File: src/rtl/host_bus_arbiter.sv
// Two-master arbiter/sequencer serialising single-beat reads and writes onto the shared bus.
// Define ARB_HOST_PRIORITY_EN for fixed priority to master 0 (PCIe host) instead of round-robin.
module host_bus_arbiter #(
    parameter int unsigned ADDR_W     = 32,
    parameter int unsigned DATA_W     = 32,
    parameter int unsigned RD_LATENCY = 1
) (
    input  logic              clk,
    input  logic              reset,
    input  logic              m0_req,
    input  logic              m0_we,
    input  logic [ADDR_W-1:0] m0_addr,
    input  logic [DATA_W-1:0] m0_wdata,
    output logic              m0_ack,
    output logic [DATA_W-1:0] m0_rdata,
    input  logic              m1_req,
    input  logic              m1_we,
    input  logic [ADDR_W-1:0] m1_addr,
    input  logic [DATA_W-1:0] m1_wdata,
    output logic              m1_ack,
    output logic [DATA_W-1:0] m1_rdata,
    output logic [ADDR_W-1:0] bus_addr,
    output logic [DATA_W-1:0] bus_wdata,
    output logic              bus_we,
    output logic              bus_re,
    input  logic [DATA_W-1:0] bus_rdata,
    output logic [1:0]        grant,
    output logic              busy
);

    localparam int unsigned CNT_W = 4;

    typedef enum logic [1:0] {
        ST_IDLE = 2'd0,
        ST_ADDR = 2'd1,
        ST_WAIT = 2'd2,
        ST_RESP = 2'd3
    } state_t;

    state_t              state_q, state_d;
    logic [CNT_W-1:0]    cnt_q, cnt_d;
    logic                owner_q, owner_d;
    logic                we_q, we_d;
    logic [ADDR_W-1:0]   bus_addr_q, bus_addr_d;
    logic [DATA_W-1:0]   bus_wdata_q, bus_wdata_d;
    logic                bus_we_q, bus_we_d;
    logic                bus_re_q, bus_re_d;
    logic [1:0]          grant_q, grant_d;
    logic                busy_q, busy_d;
    logic                m0_ack_q, m0_ack_d;
    logic                m1_ack_q, m1_ack_d;
    logic [DATA_W-1:0]   m0_rdata_q, m0_rdata_d;
    logic [DATA_W-1:0]   m1_rdata_q, m1_rdata_d;
    logic                pick_m1;

`ifdef ARB_HOST_PRIORITY_EN
    // Host always wins a tie; master 1 only gets the bus when master 0 is silent.
    assign pick_m1 = m1_req & ~m0_req;
`else
    // last_m1 set means master 1 was granted last, so master 0 wins the next tie.
    logic last_m1_q, last_m1_d;
    assign pick_m1 = m1_req & (~m0_req | ~last_m1_q);
`endif

    // Next-state and registered-output logic
    always_comb begin
        state_d     = state_q;
        cnt_d       = cnt_q;
        owner_d     = owner_q;
        we_d        = we_q;
        bus_addr_d  = bus_addr_q;
        bus_wdata_d = bus_wdata_q;
        bus_we_d    = 1'b0;
        bus_re_d    = 1'b0;
        grant_d     = grant_q;
        m0_ack_d    = 1'b0;
        m1_ack_d    = 1'b0;
        m0_rdata_d  = m0_rdata_q;
        m1_rdata_d  = m1_rdata_q;
`ifndef ARB_HOST_PRIORITY_EN
        last_m1_d   = last_m1_q;
`endif
        case (state_q)
            ST_IDLE: begin
                if (m0_req || m1_req) begin
                    owner_d     = pick_m1;
                    we_d        = pick_m1 ? m1_we : m0_we;
                    bus_addr_d  = pick_m1 ? m1_addr : m0_addr;
                    bus_wdata_d = pick_m1 ? m1_wdata : m0_wdata;
                    bus_we_d    = we_d;
                    bus_re_d    = ~we_d;
                    grant_d     = pick_m1 ? 2'b10 : 2'b01;
`ifndef ARB_HOST_PRIORITY_EN
                    last_m1_d   = pick_m1;
`endif
                    state_d     = ST_ADDR;
                end
            end
            ST_ADDR: begin
                if (we_q) begin
                    m0_ack_d = ~owner_q;
                    m1_ack_d = owner_q;
                    state_d  = ST_RESP;
                end else begin
                    cnt_d   = CNT_W'(RD_LATENCY);
                    state_d = ST_WAIT;
                end
            end
            ST_WAIT: begin
                cnt_d = cnt_q - CNT_W'(1);
                // Counter reaches 1 in the cycle the slave drives valid read data.
                if (cnt_q == CNT_W'(1)) begin
                    if (owner_q) begin
                        m1_rdata_d = bus_rdata;
                    end else begin
                        m0_rdata_d = bus_rdata;
                    end
                    m0_ack_d = ~owner_q;
                    m1_ack_d = owner_q;
                    state_d  = ST_RESP;
                end
            end
            ST_RESP: begin
                grant_d = 2'b00;
                state_d = ST_IDLE;
            end
            default: begin
                state_d = ST_IDLE;
            end
        endcase
        busy_d = (state_d != ST_IDLE);
    end

    // State and output registers
    always_ff @(posedge clk or posedge reset) begin
        if (reset) begin
            state_q     <= ST_IDLE;
            cnt_q       <= '0;
            owner_q     <= 1'b0;
            we_q        <= 1'b0;
            bus_addr_q  <= '0;
            bus_wdata_q <= '0;
            bus_we_q    <= 1'b0;
            bus_re_q    <= 1'b0;
            grant_q     <= 2'b00;
            busy_q      <= 1'b0;
            m0_ack_q    <= 1'b0;
            m1_ack_q    <= 1'b0;
            m0_rdata_q  <= '0;
            m1_rdata_q  <= '0;
`ifndef ARB_HOST_PRIORITY_EN
            last_m1_q   <= 1'b1;
`endif
        end else begin
            state_q     <= state_d;
            cnt_q       <= cnt_d;
            owner_q     <= owner_d;
            we_q        <= we_d;
            bus_addr_q  <= bus_addr_d;
            bus_wdata_q <= bus_wdata_d;
            bus_we_q    <= bus_we_d;
            bus_re_q    <= bus_re_d;
            grant_q     <= grant_d;
            busy_q      <= busy_d;
            m0_ack_q    <= m0_ack_d;
            m1_ack_q    <= m1_ack_d;
            m0_rdata_q  <= m0_rdata_d;
            m1_rdata_q  <= m1_rdata_d;
`ifndef ARB_HOST_PRIORITY_EN
            last_m1_q   <= last_m1_d;
`endif
        end
    end

    assign m0_ack    = m0_ack_q;
    assign m1_ack    = m1_ack_q;
    assign m0_rdata  = m0_rdata_q;
    assign m1_rdata  = m1_rdata_q;
    assign bus_addr  = bus_addr_q;
    assign bus_wdata = bus_wdata_q;
    assign bus_we    = bus_we_q;
    assign bus_re    = bus_re_q;
    assign grant     = grant_q;
    assign busy      = busy_q;

endmodule
File: config.mk
export PLATFORM = sky130hd
export DESIGN_NAME = host_bus_arbiter
export DESIGN_NICKNAME = d
export VERILOG_FILES = /design/src/rtl/host_bus_arbiter.sv
export SDC_FILE = /design/constraint.sdc
export NUM_CORES = 1
export LEC_CHECK = 0
export ABC_AREA = 1
export BUFFER_PORTS_ARGS = -buffer_cell sky130_fd_sc_hd__buf_2
export CAP_MARGIN = 20
export CORE_MARGIN = 10
export CORE_UTILIZATION = 43
export CTS_BUF_LIST = sky130_fd_sc_hd__clkbuf_8
export DETAILED_ROUTE_END_ITERATION = 8
export GPL_ROUTABILITY_DRIVEN = 0
export GPL_TIMING_DRIVEN = 0
export PLACE_DENSITY = 0.89
export SYNTH_ARGS = -nofsm -noshare
export SYNTH_HDL_FRONTEND = slang
export SYNTH_SLANG_ARGS = --single-unit
File: constraint.sdc
create_clock -name clk -period 4.6 [get_ports clk]
set_input_delay 0.69 -clock clk [delete_from_list [all_inputs] [get_ports clk]]
set_output_delay 0.69 -clock clk [all_outputs]
set_load 0.02 [all_outputs]
==> results.md <==
* Initial antenna violation count at 2
* # setup viols final at 0
* Post_cts resized at 0
* CTS sink count at between 100 and 150
* Post-CTS setup buffer count at 0
* Setup repair after global routing missed its margin: no
* Startpoint Class: flop
* Clock latency on the worst-skew pair at between 0.4 and 0.5 ns
* Crit-path slowest cell: dfrtp_1
* Deepest clock path buffer count at 2
* Critical path's top delay family: buffers and inverters
* Minimum clock period after layout at approximately 1.9 ns
* Clock skew at 0.0162 ns
* Met3 wire length at approximately 2500 um
* Commonest non-fill, non-tap cells in the layout: nand2_1, buf_2, dfrtp_1
* Starting density of the core at between 40% and 50%
* Count of buffers from port buffering at 300
* Fraction of layout cells with a size suffix above 1 at between 30 and 40%
* Internal at 3.30 mW
* Via count at between 6000 and 7000
* Worst Hold Slack at 0.268 ns
* Crit path buf inv count at 4
* DRC at 0
* Area after DPL at 0.00793 mm2
* DRT Wirelength at 21400 um
* Worst slew pin tran at 0.488 ns
* Vias in the first global route at between 6000 and 7000
* Lkg Pwr at 4.88 nW
* Synth-to-layout area growth at 35.0%
* Antenna-violating nets left at 0
* Max H-tree Level at 4
* FF-to-FF End: we_q
* Global-route wire length before repair at about 34000 um
* Fin crit share at 41.3%
* GRT overflow at 0
* Max layer used: met5
* Commonest non-fill, non-tap cell in the layout: nand2_1
* Status: complete, no violations
* Die height at 140 um
* DIE WIDTH at approximately 140 um
* Post-synthesis instance total at 763
* Cts hold-fix bufs at 0
* Gr usage total at a little over a fifth
* Sw frac at roughly 45%
* CP Class: flop to flop
* Achievable Freq at 526 MHz
* Syn_nets at about 940
* Pins Over Slew Limit at 0
* Routed wl met2 at 10300 um
* 1st-iter DRT viols at just under 300
* Number of distinct library cells after synthesis at 20
* Slowest Stage Delay on Critical Path at 0.44 ns
* Sequential share of power at a little under two fifths
* MaxCap Viol Count at 0
* CP Data Arrival Time at approximately 2.3 ns
* Non-Filler Instances at around 1300
* Pin count of the biggest net entering global routing at 98
* TritonCTS clock tree: yes
* Syn_area_per_cell at just over 8 um2
* Seq/Total Area, Yosys at 58.4%
* CORE AREA at between 0.01 and 0.015 mm2
* Total CTS buffers at 17
* Nets at 1255
* Worst Path Required at 4.96 ns
* Hold crit path type: input pin to async pin
* Mapped Area at between 0.006 and 0.007 mm2
* Root Buffer: clkbuf_8
* Crit-path cells: inv_1, ha_1, o21ai_2, inv_2, buf_2, buf_2, nand2_1, nand2_1
* RR Startpoint: state_q[0]
* VDD IR-drop max at 0.000447 V
* Clock transition at path regs at roughly 0.080 ns
* Hold Vio Cnt, Final at 0
* Wire per inst at around 17 um
* Total power at 6.05 mW
* Crit end category: flop
* Total die area at around 0.020 mm2
* Reg-to-reg slack, setup at 2.70 ns
* Power share of the clock group at about 17%
* Setup TNS at 0 ns
* I/O pin cnt at roughly 300
* Combinational group share of total power at 46.5%
* Synth Register Bits at approximately 140
* Fillers at 1249
* Vias per cell at between 4 and 5
* Synth warn at 0
* Worst slew margin at 67.5%
* Placed Cells at roughly 1200
* R2R cell count at 8
* PwrDens at 726 mW/mm2
* Core Rows at between 40 and 50
* Post-DP HPWL at about 17000 um
* DRT met1 WL at 8260 um
* Final Cell Area at 0.00833 mm2
* Worst-path maximum fanout at 10
* Psw at 2.74 mW
* Detailed Routing Iterations Pass 1 at 5
worst max path at each step:
stage | from | end | slack, ns | cells after the start
after floorplan | reset | bus_addr[0] | 0.05 | 1
after global routing | state_q[0] | we_q | 2.58 | 8
final | state_q[0] | we_q | 2.70 | 8
after detailed placement | m1_req | we_q | 2.61 | 7
after global placement | reset | m1_rdata[25] | -1.58 | 2
after CTS | state_q[0] | we_q | 2.68 | 8
layer usage:
| metal | up-vias | GRT usage (%) |
|---|---|---|
| li1 | 3010 | - |
| met1 | 2896 | 24.6 |
| met2 | 325 | 34.8 |
| met3 | 28 | 8.85 |
| met4 | 2 | 6.85 |
| met5 | - | 0 |
power groups by stage:
stage                     registers (mW)  logic [mW]  clock network, mW
final                               2.24        2.81              0.997
after global routing                2.31        3.12               1.08
after detailed placement            2.23        2.86                  0
after floorplan                     2.92        1.05                  0
after CTS                           2.23        2.86               1.02
after global placement              2.21        2.77                  0
registers in the layout (all words and copies together) (netlist names):
name,count
cnt_q,4
last_m1_q,1
m1_rdata,32
bus_addr,32
bus_we,1
m0_rdata,32
busy,1
bus_re,1
we_q,1
state_q,2
m0_ack,1
m1_ack,1
bus_wdata,32
grant,2
owner_q,1
logic make-up (layout without fill, tap and decap cells):
family	after synthesis	count (layout)	synth area share, %
AO/OA/AOI/OAI	12	12	1.06
XOR/XNOR	1	1	0.142
adder cells (fa/ha/maj)	6	6	1.22
buffers and inverters	59	392	4.36
flip-flops	144	144	58.5
other	0	2	0
AND/OR/NAND/NOR	541	541	34.8
cell usage after synthesis (all sizes together):
master | count | area, um2
o21ai | 9 | 48.8
a21oi | 2 | 10.0
inv | 20 | 75.1
ha | 6 | 75.1
xor2 | 1 | 8.76
nand3 | 83 | 420
nand2 | 448 | 1680
nor2 | 10 | 42.5
o22ai | 1 | 6.26
dfrtp | 143 | 3580
dfstp | 1 | 26.3
buf | 33 | 171
clkbuf | 6 | 22.5
per-stage QoR:
step                      setup slack (ns)  util (%)
after floorplan                     0.0454         -
after global placement               -1.58      56.4
after detailed placement              2.61      56.7
after CTS                             2.68      59.5
after global routing                  2.58      59.5
final                                 2.70      59.5
cell type report:
cell class	instances	area (um2)	area share [%]
buffer	39	194	2.33
tap	180	225	2.70
clock buffer	19	262	3.14
sequential	144	3600	43.3
clock inverter	13	135	1.62
timing repair buffer	301	1530	18.4
inverter	20	80.1	0.962
multi-input combinational	560	2290	27.5
antenna	2	5.00	0.0601
(Power assumes the default switching activity.)
